## config.mk

```make
export PLATFORM = sky130hd
export DESIGN_NAME = cordic_pipe_stage_flat
export DESIGN_NICKNAME = d
export VERILOG_FILES = /design/src/rtl/cordic_pkg.sv /design/src/rtl/cordic_pipe_stage_if.sv /design/src/rtl/cordic_micro_rot.sv /design/src/rtl/cordic_pipe_stage.sv /design/src/flat_wrapper.sv
export SDC_FILE = /design/constraint.sdc
export NUM_CORES = 1
export LEC_CHECK = 0
export CORE_ASPECT_RATIO = 1.1
export CORE_UTILIZATION = 45
export CTS_CLUSTER_SIZE = 28
export DETAILED_ROUTE_END_ITERATION = 7
export GPL_TIMING_DRIVEN = 0
export PLACE_DENSITY = 0.67
export SYNTH_ARGS = -nofsm -noshare
export SYNTH_HDL_FRONTEND = slang
export SYNTH_SLANG_ARGS = --single-unit
```

## constraint.sdc

```tcl
create_clock -name clk -period 37.8 [get_ports clk]
set_input_delay 3.78 -clock clk [delete_from_list [all_inputs] [get_ports clk]]
set_output_delay 3.78 -clock clk [all_outputs]
set_load 0.02 [all_outputs]
```

## src/rtl/cordic_pkg.sv

```systemverilog
// cordic_pkg: shared fixed-point definitions for the CORDIC cosine pipeline.
// Word format is 33-bit two's complement Q2.31 (bit 32 sign, bit 31 weight 1).
package cordic_pkg;

  localparam int WIDTH = 33;
  localparam int FRAC  = 31;

  // One fixed-point word; signedness is applied explicitly where it matters.
  typedef logic [WIDTH-1:0] fx_t;

  // pi/2 in Q2.31.
  localparam fx_t PI_OVER_2  = 33'h0_C90FDAA2;

  // Starting value of the angle accumulator fed to the first stage.
  localparam fx_t INIT_ANGLE = 33'h0_00000000;

  // atan(2^-(i+2)) in Q2.31, i = 0..13, i.e. shift amounts 2..15.
  localparam fx_t arctan [0:13] = '{
    33'h0_1F5B7600,
    33'h0_0FEADD50,
    33'h0_07FD56EE,
    33'h0_03FFAAB7,
    33'h0_01FFF556,
    33'h0_00FFFEAB,
    33'h0_007FFFD5,
    33'h0_003FFFFB,
    33'h0_001FFFFF,
    33'h0_00100000,
    33'h0_00080000,
    33'h0_00040000,
    33'h0_00020000,
    33'h0_00010000
  };

  // Signed strict greater-than on two fixed-point words.
  function automatic logic fx_gt(input fx_t a, input fx_t b);
    return ($signed(a) > $signed(b));
  endfunction

  // Modulo-2^33 add and subtract; overflow wraps by design.
  function automatic fx_t fx_add(input fx_t a, input fx_t b);
    return a + b;
  endfunction

  function automatic fx_t fx_sub(input fx_t a, input fx_t b);
    return a - b;
  endfunction

endpackage

```

## src/rtl/cordic_pipe_stage_if.sv

```systemverilog
// cordic_pipe_stage_if: data bundle flowing between chained CORDIC stages.
// The master drives the incoming vector/angle/tags and observes the results;
// the slave (a stage) consumes the inputs and produces the registered outputs.
interface cordic_pipe_stage_if;
  import cordic_pkg::*;

  // Stage inputs
  logic       sign_in;
  logic       USE_SIN_in;
  logic [7:0] ite;
  fx_t        target_in;
  fx_t        arctan_in_1;
  fx_t        arctan_in_2;
  fx_t        curr_angle_in;
  fx_t        x_in;
  fx_t        y_in;

  // Stage outputs
  logic       sign_out;
  logic       USE_SIN_out;
  fx_t        target_out;
  fx_t        curr_angle_out;
  fx_t        x_out;
  fx_t        y_out;

  modport master (
    output sign_in, USE_SIN_in, ite, target_in, arctan_in_1, arctan_in_2,
           curr_angle_in, x_in, y_in,
    input  sign_out, USE_SIN_out, target_out, curr_angle_out, x_out, y_out
  );

  modport slave (
    input  sign_in, USE_SIN_in, ite, target_in, arctan_in_1, arctan_in_2,
           curr_angle_in, x_in, y_in,
    output sign_out, USE_SIN_out, target_out, curr_angle_out, x_out, y_out
  );

endinterface

```

## src/rtl/cordic_micro_rot.sv

```systemverilog
// cordic_micro_rot: one combinational CORDIC micro-rotation.
// d=1 rotates counter-clockwise (angle grows), d=0 clockwise.
// Build option CORDIC_STAGE_ROUND_EN: round the shifted vector operands
// half-up instead of truncating; the angle path is never rounded.
module cordic_micro_rot
  import cordic_pkg::*;
(
  input  fx_t        x_i,
  input  fx_t        y_i,
  input  fx_t        angle_i,
  input  logic       d_i,
  input  logic [3:0] s_i,
  input  fx_t        atan_i,
  output fx_t        x_o,
  output fx_t        y_o,
  output fx_t        angle_o
);

  // Arithmetic right shift of a vector component by s bit positions.
  function automatic fx_t shr(input fx_t v, input logic [3:0] s);
    fx_t sh;
`ifdef CORDIC_STAGE_ROUND_EN
    fx_t below;
`endif
    sh = $signed(v) >>> s;
`ifdef CORDIC_STAGE_ROUND_EN
    // Add back the most significant discarded bit (half-up rounding).
    if (s != 4'd0) begin
      below = v >> (s - 4'd1);
      sh    = sh + {32'd0, below[0]};
    end else begin
      sh = v;
    end
`endif
    return sh;
  endfunction

  fx_t x_sh_s;
  fx_t y_sh_s;

  // Cross-coupled shift-and-add for one rotation step.
  always_comb begin
    x_sh_s  = shr(x_i, s_i);
    y_sh_s  = shr(y_i, s_i);
    x_o     = x_i;
    y_o     = y_i;
    angle_o = angle_i;
    if (d_i) begin
      x_o     = fx_sub(x_i, y_sh_s);
      y_o     = fx_add(y_i, x_sh_s);
      angle_o = fx_add(angle_i, atan_i);
    end else begin
      x_o     = fx_add(x_i, y_sh_s);
      y_o     = fx_sub(y_i, x_sh_s);
      angle_o = fx_sub(angle_i, atan_i);
    end
  end

endmodule

```

## src/rtl/cordic_pipe_stage.sv

```systemverilog
// cordic_pipe_stage: two chained CORDIC micro-rotations per clock, registered.
// Direction of the second rotation, and the direction handed to the next
// stage, come from a signed strict compare of the target against the
// accumulated angle (ties rotate negative). Target and sin/cos tag ride along.
// Build option CORDIC_STAGE_ROUND_EN selects half-up rounding of the vector
// shifts inside cordic_micro_rot.
module cordic_pipe_stage
  import cordic_pkg::*;
(
  input logic               clk,
  input logic               rst,
  cordic_pipe_stage_if.slave bus
);

  logic [3:0] s1_s;
  logic [3:0] s2_s;
  fx_t        x1_s;
  fx_t        y1_s;
  fx_t        a1_s;
  fx_t        x2_s;
  fx_t        y2_s;
  fx_t        a2_s;
  logic       d1_s;
  logic       d2_s;

  assign s1_s = bus.ite[7:4];
  assign s2_s = bus.ite[3:0];

  cordic_micro_rot u_rot1 (
    .x_i     (bus.x_in),
    .y_i     (bus.y_in),
    .angle_i (bus.curr_angle_in),
    .d_i     (bus.sign_in),
    .s_i     (s1_s),
    .atan_i  (bus.arctan_in_1),
    .x_o     (x1_s),
    .y_o     (y1_s),
    .angle_o (a1_s)
  );

  cordic_micro_rot u_rot2 (
    .x_i     (x1_s),
    .y_i     (y1_s),
    .angle_i (a1_s),
    .d_i     (d1_s),
    .s_i     (s2_s),
    .atan_i  (bus.arctan_in_2),
    .x_o     (x2_s),
    .y_o     (y2_s),
    .angle_o (a2_s)
  );

  fx_t  x_d, x_q;
  fx_t  y_d, y_q;
  fx_t  angle_d, angle_q;
  fx_t  target_d, target_q;
  logic sign_d, sign_q;
  logic use_sin_d, use_sin_q;

  // Direction decisions and next-state values for the output registers.
  always_comb begin
    d1_s      = fx_gt(bus.target_in, a1_s);
    d2_s      = fx_gt(bus.target_in, a2_s);
    x_d       = x2_s;
    y_d       = y2_s;
    angle_d   = a2_s;
    sign_d    = d2_s;
    target_d  = bus.target_in;
    use_sin_d = bus.USE_SIN_in;
  end

  // Output registers; synchronous reset clears everything and wins over data.
  always_ff @(posedge clk) begin
    if (rst) begin
      x_q       <= 33'h0_00000000;
      y_q       <= 33'h0_00000000;
      angle_q   <= 33'h0_00000000;
      target_q  <= 33'h0_00000000;
      sign_q    <= 1'b0;
      use_sin_q <= 1'b0;
    end else begin
      x_q       <= x_d;
      y_q       <= y_d;
      angle_q   <= angle_d;
      target_q  <= target_d;
      sign_q    <= sign_d;
      use_sin_q <= use_sin_d;
    end
  end

  assign bus.x_out          = x_q;
  assign bus.y_out          = y_q;
  assign bus.curr_angle_out = angle_q;
  assign bus.target_out     = target_q;
  assign bus.sign_out       = sign_q;
  assign bus.USE_SIN_out    = use_sin_q;

endmodule

```

## src/flat_wrapper.sv

```systemverilog
// flat-port wrapper written by rule: the top's interface ports become plain ports
module cordic_pipe_stage_flat import cordic_pkg::*;
  (clk, rst, bus_sign_in, bus_USE_SIN_in, bus_ite, bus_target_in, bus_arctan_in_1, bus_arctan_in_2, bus_curr_angle_in, bus_x_in, bus_y_in, bus_sign_out, bus_USE_SIN_out, bus_target_out, bus_curr_angle_out, bus_x_out, bus_y_out);
  cordic_pipe_stage_if bus_i ();
  input logic clk;
  input logic rst;
  input wire logic [$bits(bus_i.sign_in)-1:0] bus_sign_in;
  input wire logic [$bits(bus_i.USE_SIN_in)-1:0] bus_USE_SIN_in;
  input wire logic [$bits(bus_i.ite)-1:0] bus_ite;
  input wire logic [$bits(bus_i.target_in)-1:0] bus_target_in;
  input wire logic [$bits(bus_i.arctan_in_1)-1:0] bus_arctan_in_1;
  input wire logic [$bits(bus_i.arctan_in_2)-1:0] bus_arctan_in_2;
  input wire logic [$bits(bus_i.curr_angle_in)-1:0] bus_curr_angle_in;
  input wire logic [$bits(bus_i.x_in)-1:0] bus_x_in;
  input wire logic [$bits(bus_i.y_in)-1:0] bus_y_in;
  output wire logic [$bits(bus_i.sign_out)-1:0] bus_sign_out;
  output wire logic [$bits(bus_i.USE_SIN_out)-1:0] bus_USE_SIN_out;
  output wire logic [$bits(bus_i.target_out)-1:0] bus_target_out;
  output wire logic [$bits(bus_i.curr_angle_out)-1:0] bus_curr_angle_out;
  output wire logic [$bits(bus_i.x_out)-1:0] bus_x_out;
  output wire logic [$bits(bus_i.y_out)-1:0] bus_y_out;
  assign bus_i.sign_in = bus_sign_in;
  assign bus_i.USE_SIN_in = bus_USE_SIN_in;
  assign bus_i.ite = bus_ite;
  assign bus_i.target_in = bus_target_in;
  assign bus_i.arctan_in_1 = bus_arctan_in_1;
  assign bus_i.arctan_in_2 = bus_arctan_in_2;
  assign bus_i.curr_angle_in = bus_curr_angle_in;
  assign bus_i.x_in = bus_x_in;
  assign bus_i.y_in = bus_y_in;
  assign bus_sign_out = bus_i.sign_out;
  assign bus_USE_SIN_out = bus_i.USE_SIN_out;
  assign bus_target_out = bus_i.target_out;
  assign bus_curr_angle_out = bus_i.curr_angle_out;
  assign bus_x_out = bus_i.x_out;
  assign bus_y_out = bus_i.y_out;
  cordic_pipe_stage u_core (.clk(clk), .rst(rst), .bus(bus_i));
endmodule
```

==> results of run 1 <==
-- flip-flops by register name, indices dropped and copies added, names as in the netlist --
signal / cells
u_core.bus.USE_SIN_out: 1
u_core.bus.curr_angle_out: 33
u_core.bus.sign_out: 1
u_core.bus.target_out: 33
u_core.bus.x_out: 33
u_core.bus.y_out: 33
-- layout by cell type (no fill, tap or decap), drive strengths merged, types with 14 or more instances in the layout --
master         instances
a211o                 18
a211oi                49
a21boi                16
a21o                  88
a21oi                310
a221oi                16
a31oi                 72
and2                  67
and3                  46
and4                  14
buf                   49
clkbuf               144
clkdlybuf4s50        337
dfxtp                134
ha                   263
inv                  158
mux2                  34
mux2i                 72
mux4                  96
nand2                279
nand2b                50
nand3                 90
nand4                 33
nor2                 396
nor2b                 76
nor3                 107
nor4                  35
o211ai                40
o21a                  55
o21ai                177
o21bai                22
o31a                  16
o31ai                 36
or2                   22
or3                   33
xnor2                156
xor2                 153
-- area by class of cell --
type	count	area, um2
Antenna cell	2	5.00
Buffer	173	707
Clock buffer	18	439
Clock inverter	14	210
Fill cell	5862	26900
Inverter	153	574
Multi-Input combinational cell	3171	23100
Sequential cell	134	2680
Tap cell	760	951
Timing Repair Buffer	339	3390
-- metal layers --
metal / vias up / part of all wire (%)
met1: 14594 / 41
met4: 0 / 6.1
met2: 1609 / 44
met3: 354 / 9.0
li1: 14272 / -
met5: - / 0
-- power groups by stage --
stage	Clock, W	Combinational [W]	Sequential (W)
CTS	0.000195	0.00213	0.000207
detailed placement	0	0.00211	0.000210
global placement	0	0.00210	0.000209
global route	0.000198	0.00237	0.000211
floorplan	0	0.00145	0.000268
finish	0.000191	0.00218	0.000207
-- critical path, delay by kind of cell --
kind	cells	cell delay (ns)
adders and majority gates	4	1.37
buffers and inverters	6	3.82
and+or+nand+nor	15	4.15
xor gates and xnor gates	3	0.72
AOI/OAI and AO/OA	23	7.68
muxes	1	0.16
-- how the worst max path moves through the flow --
stage                      startpoint                   to  slack (ns)  cells after the start
after floorplan           bus_sign_in  u_core.bus.sign_out       22.77                     51
after global placement    bus_sign_in  u_core.bus.sign_out       16.59                     52
after detailed placement  bus_sign_in  u_core.bus.sign_out       16.55                     52
after CTS                 bus_sign_in  u_core.bus.sign_out       16.92                     52
after global routing      bus_sign_in  u_core.bus.sign_out       15.76                     52
final                     bus_sign_in  u_core.bus.sign_out       16.37                     52
-- cells by family after synthesis --
| logic type | after synthesis | synth area share (%) |
|---|---|---|
| simple gates | 1296 | 23.5 |
| compound gates | 1093 | 27.1 |
| buf+inv | 326 | 4.73 |
| mux | 202 | 12.1 |
| flops | 134 | 9.91 |
| xor+xnor | 310 | 10.1 |
| fa+ha+maj | 270 | 12.6 |
-- metrics by stage --
stage                     setup slack, ns  instance area, um2
after floorplan                     22.77               27100
after global placement              16.59               31400
after detailed placement            16.55               31400
after CTS                           16.92               32100
after global routing                15.76               32100
final                               16.37               32100
==> key figures, run 1 <==
Placed design
  • Post-DP HPWL: about 100000 um
  • Routability Congestion: between 1 and 1.5
  • Port Buffers: around 340
  • DP Cell Count: approximately 4700

STA
  • Slew headroom: -0.218%
  • RSZ-0062 raised after global routing: no
  • Min Tclk post-route: about 21 ns
  • Part of the cycle the worst path needs: a little under three fifths
  • Fin. Hold Viols: 0
  • Max-slew violations: 10
  • F_max: roughly 47 MHz
  • Hold slack: roughly 3.9 ns
  • Setup TNS: 0 ns
  • Worst-Margin Slew: about 1.5 ns
  • Setup violators final: 0

Logic synthesis
  • Post-synth ARST share: 0%
  • Number of synthesized flops with an enable pin: 0
  • Top cells by area in the synthesized netlist: ha_1 12%, dfxtp_1 9.9%, mux4_2 8.0%
  • Top cell type's share of synthesized area: about 12%
  • Synth Warn #: 0
  • Most frequent cells after synthesis: 395 x nor2_1, 309 x a21oi_1, 279 x nand2_1
  • Cells after Synth: around 3600
  • Dominant synthesized flop cell: dfxtp_1
  • #FFs+latches synth: about 130
  • Top-count cell post-synth: nor2_1
  • Syn Area/Cell: around 7.5 um2
  • Post-synth top area cell: ha_1
  • Seq/Total Area, Yosys: slightly below 10%
  • Syn nets: ~4000
  • Synth Cell Area: 27100 um2
  • Synth cell types: 106

Routing
  • Initial DRC count: 3300
  • Via count: between 30000 and 40000
  • Vias per inst: 6.47
  • Wire per inst: ~26 um
  • DRC: 0
  • First-pass DRT Iterations: 6
  • Routed Antenna Nets: 0
  • WL final: approximately 130000 um

GRT
  • Total global-route track usage: between 30% and 40%
  • Largest net degree at the start of global routing: 17
  • Total gr overflow: 0
  • M3 GR Usage: under 10%
  • Initial antenna violation count: 3
  • M2 GR Usage: 61.6%
  • Busiest layer in global routing: met2
  • Met1 usage: between 50% and 60%
  • Vias in the first global route: approximately 28000
  • First-pass GRT wire length: ~180000 um

Status
  • Status: complete, but fails checks
  • Failing checks: capacitance limit, slew limit

Floorplanning
  • Ports: approximately 340
  • FP Rows: 93
  • Die width: 236 um
  • Die Y: between 200 and 300 um
  • Core outline area: a little under 60000 um2
  • DIE AREA: a little over 60000 um2
  • Starting Density: a little under half

Pwr
  • P_leak: about 13 nW
  • Int Power: between 0.001 and 0.0015 W
  • Sw Pwr: approximately 0.0014 W
  • Sw frac: 54.1%
  • Pwr Total: 0.00258 W
  • Sequential power share: under 10%
  • Cell area power density: roughly 80 nW/um2
  • Comb pwr share: ~85%
  • Maximum vdd drop: approximately 45 uV
  • Clock Power Share: under 10%

Final layout
  • Nets: roughly 4500
  • Core Util, Final: between 50% and 60%
  • Area Overhead vs Synth: 18.4%
  • Non-filler instance count after layout: between 4000 and 5000
  • Share of cells above drive strength 1: 6.05%

Setup path
  • Startpoint types: primary input
  • Slowest CP cell: a21oi_1
  • Worst Path Class, Setup: primary input to register
  • Worst Path Required: roughly 38 ns
  • Critical path's largest stage delay: 1.15 ns
  • CP Capture Type: register
  • Worst-path fanout max: 10
  • Arrival time worst endpoint: approximately 22 ns

Worst hold path
  • Worst Hold Depth: 2
  • HP Class: primary input to register
  • HP Start: bus_USE_SIN_in
  • Worst Hold Path EP: u_core.bus.USE_SIN_out

Clock network
  • Maximum clock insertion buffer count: 2
  • TritonCTS clock tree: built
  • Setup bufs post-CTS: 0
  • Clock Tree Root: clkbuf_16
  • Clk pin slew, worst setup/hold paths: approximately 0.070 ns
  • CTS buffer count: 17
  • Cts hold-fix bufs: 0
  • CTS H-tree depth: 4
  • Clock Sinks: about 130
  • Cts repair resizes: 0

Run
  • MaxCap Viol Count: 1
(Power assumes the default switching activity.)
==> inputs of run 2 (changes only) <==
Settings changed: PLACE_DENSITY 0.67 to 0.7.
Clock period 37.8 ns to 17.3 ns, I/O delays scaled along.
==> key figures, run 2 (synthesis results as in run 1) <==
Final layout
  • # fillers: 5764 (was 5862)
  • Core Util, Final: 54.3% (was 54.4%)
  • Commonest non-fill, non-tap cell in the layout: nor2_1 (unchanged)
  • Non-filler instance count after layout: 4762 (was 4764)
  • Nets: 4467 (was 4468)
  • Share of cells above drive strength 1: 6.22% (was 6.05%)
  • Area Overhead vs Synth: 18.4% (about the same)
  • Most frequent cells in the layout: 395 x nor2_1, 337 x clkdlybuf4s50_1, 308 x a21oi_1, 279 x nand2_1, 263 x ha_1 (was 395 x nor2_1, 337 x clkdlybuf4s50_1, 309 x a21oi_1, 279 x nand2_1, 263 x ha_1)

Setup path
  • Startpoint types: primary input (unchanged)
  • Arrival time worst endpoint: 16.84 ns (was 21.75 ns)
  • Slowest CP cell: clkbuf_1 (was a21oi_1)
  • Worst Path Required: 17.62 ns (was 38.12 ns)
  • Critical path startpoint: bus_sign_in (unchanged)
  • Worst Path Class, Setup: primary input to register (unchanged)
  • CP Capture Type: register (unchanged)
  • Critical path's largest stage delay: 0.88 ns (was 1.15 ns)
  • Most frequent CP cell: a21oi_1
  • Worst-path fanout max: 10 (unchanged)

Floorplanning
  • Die width: 236 um (unchanged)
  • Ports: 344 (unchanged)
  • DIE AREA: 61200 um2 (unchanged)
  • FP Rows: 93 (unchanged)
  • Die Y: 259 um (unchanged)
  • Core outline area: 59000 um2 (unchanged)
  • Starting Density: 45.9% (unchanged)

Clock network
  • Clk pin slew, worst setup/hold paths: 0.07 ns (about the same)
  • Clock Tree Root: clkbuf_16 (unchanged)
  • Clock Sinks: 134 (unchanged)
  • Maximum clock insertion buffer count: 2 (unchanged)
  • CTS H-tree depth: 4 (unchanged)
  • CTS buffer count: 17 (unchanged)
  • TritonCTS clock tree: built (unchanged)
  • Cts hold-fix bufs: 0 (unchanged)

Routing
  • Vias per inst: 6.48 (was 6.47)
  • First-pass DRT Iterations: 8 (was 6)
  • Initial DRC count: 3238 (was 3300)
  • Routed Antenna Nets: 0 (unchanged)
  • Via count: 30836 (was 30829)
  • WL final: 121000 um (was 125000 um)
  • DRC: 0 (unchanged)
  • Wire per inst: 25.3 um (was 26.3 um)

Pwr
  • P_leak: 13.1 nW (about the same)
  • Cell area power density: 173 nW/um2 (was 80.3 nW/um2)
  • Maximum vdd drop: 101 uV (was 44.7 uV)

STA
  • Worst-Margin Slew: 1.47 ns (was 1.50 ns)
  • Fin. Hold Viols: 0 (unchanged)
  • Setup violators final: 0 (unchanged)
  • Slew headroom: 2.08% (was -0.218%)
  • F_max: 60.5 MHz
  • Part of the cycle the worst path needs: 95.5%
  • Min Tclk post-route: 16.52 ns
  • Hold slack: 1.82 ns (was 3.88 ns)
  • Max-slew violations: 0 (was 10)

Worst hold path
  • Worst Hold Depth: 2 (unchanged)
  • HP Start: bus_USE_SIN_in (unchanged)
  • HP Class: primary input to register (unchanged)
  • Worst Hold Path EP: u_core.bus.USE_SIN_out (unchanged)

Placed design
  • DP Cell Count: 4729 (was 4730)
  • Post-DP HPWL: 100000 um (was 104000 um)
  • Routability Congestion: 1.12 (was 1.08)
  • Port Buffers: 337 (unchanged)

GRT
  • First-pass GRT wire length: 178000 um (was 181000 um)
  • Largest net degree at the start of global routing: 17 (unchanged)
  • Initial antenna violation count: 2 (was 3)
  • Vias in the first global route: 28946 (was 28300)
  • Total gr overflow: 0 (unchanged)
  • Total global-route track usage: 38.1% (was 39.4%)

Status
  • Status: finished, final reports clean (was complete, but fails checks)

Run
  • MaxCap Viol Count: 0 (was 1)
==> run 2: worst max-delay path by stage <==
stage	to	slack [ns]	depth (start not counted)
floorplan	u_core.bus.sign_out	4.32	51
CTS	u_core.bus.sign_out	0.06	51
global placement	u_core.bus.sign_out	-1.21	52
finish	u_core.bus.sign_out	0.78	56
detailed placement	u_core.bus.sign_out	-1.10	52
global route	u_core.bus.sign_out	-0.08	60
==> run 2: report_power, final <==
part | internal (W) | switching [W]
Sequential | 0.000429 | 0.0000237
Combinational | 0.00190 | 0.00279
Clock | 0.000222 | 0.000160
==> run 2: area by class of cell <==
type / instances / area (um2) / area share [%]
Tap cell: 760 / 951 / 2.97
Multi-Input combinational cell: 3171 / 23200 / 72.2
Sequential cell: 134 / 2680 / 8.37
Inverter: 153 / 574 / 1.79
Antenna cell: 1 / 2.50 / 0.00781
Clock buffer: 20 / 457 / 1.42
Buffer: 173 / 713 / 2.22
Clock inverter: 12 / 145 / 0.453
Timing Repair Buffer: 338 / 3380 / 10.5
==> run 2: stage by stage <==
step	setup WS [ns]	TNS, ns	cell area (um2)	total power (W)
floorplan	4.32	0	27100	0.00376
global placement	-1.21	-1.21	31400	0.00498
detailed placement	-1.10	-1.10	31400	0.00501
CTS	0.0554	0	32000	0.00544
global route	-0.0766	-0.0766	32100	0.00600
finish	0.775	0	32100	0.00553
==> run 2: repair_timing <==
item,4_1_cts,5_1_grt
buffers inserted,0,0
gates resized for setup,2,14
endpoints found under the setup margin,1,1
==> run 2: metal layers <==
metal  routed length [um]  share of wire [%]  global-route usage [%]
met1                49000                 41                    48.5
met2                53500                 44                    60.4
met3                10800                8.9                    6.34
met4                 7410                6.1                    22.8
met5                   11             0.0091                       0
==> run 2: critical path, delay by kind of cell <==
kind / cells / cell delay, ns
compound gates: 29 / 6.77
fa+ha+maj: 5 / 1.90
buf+inv: 6 / 2.94
xor+xnor: 3 / 0.64
simple gates: 13 / 2.87
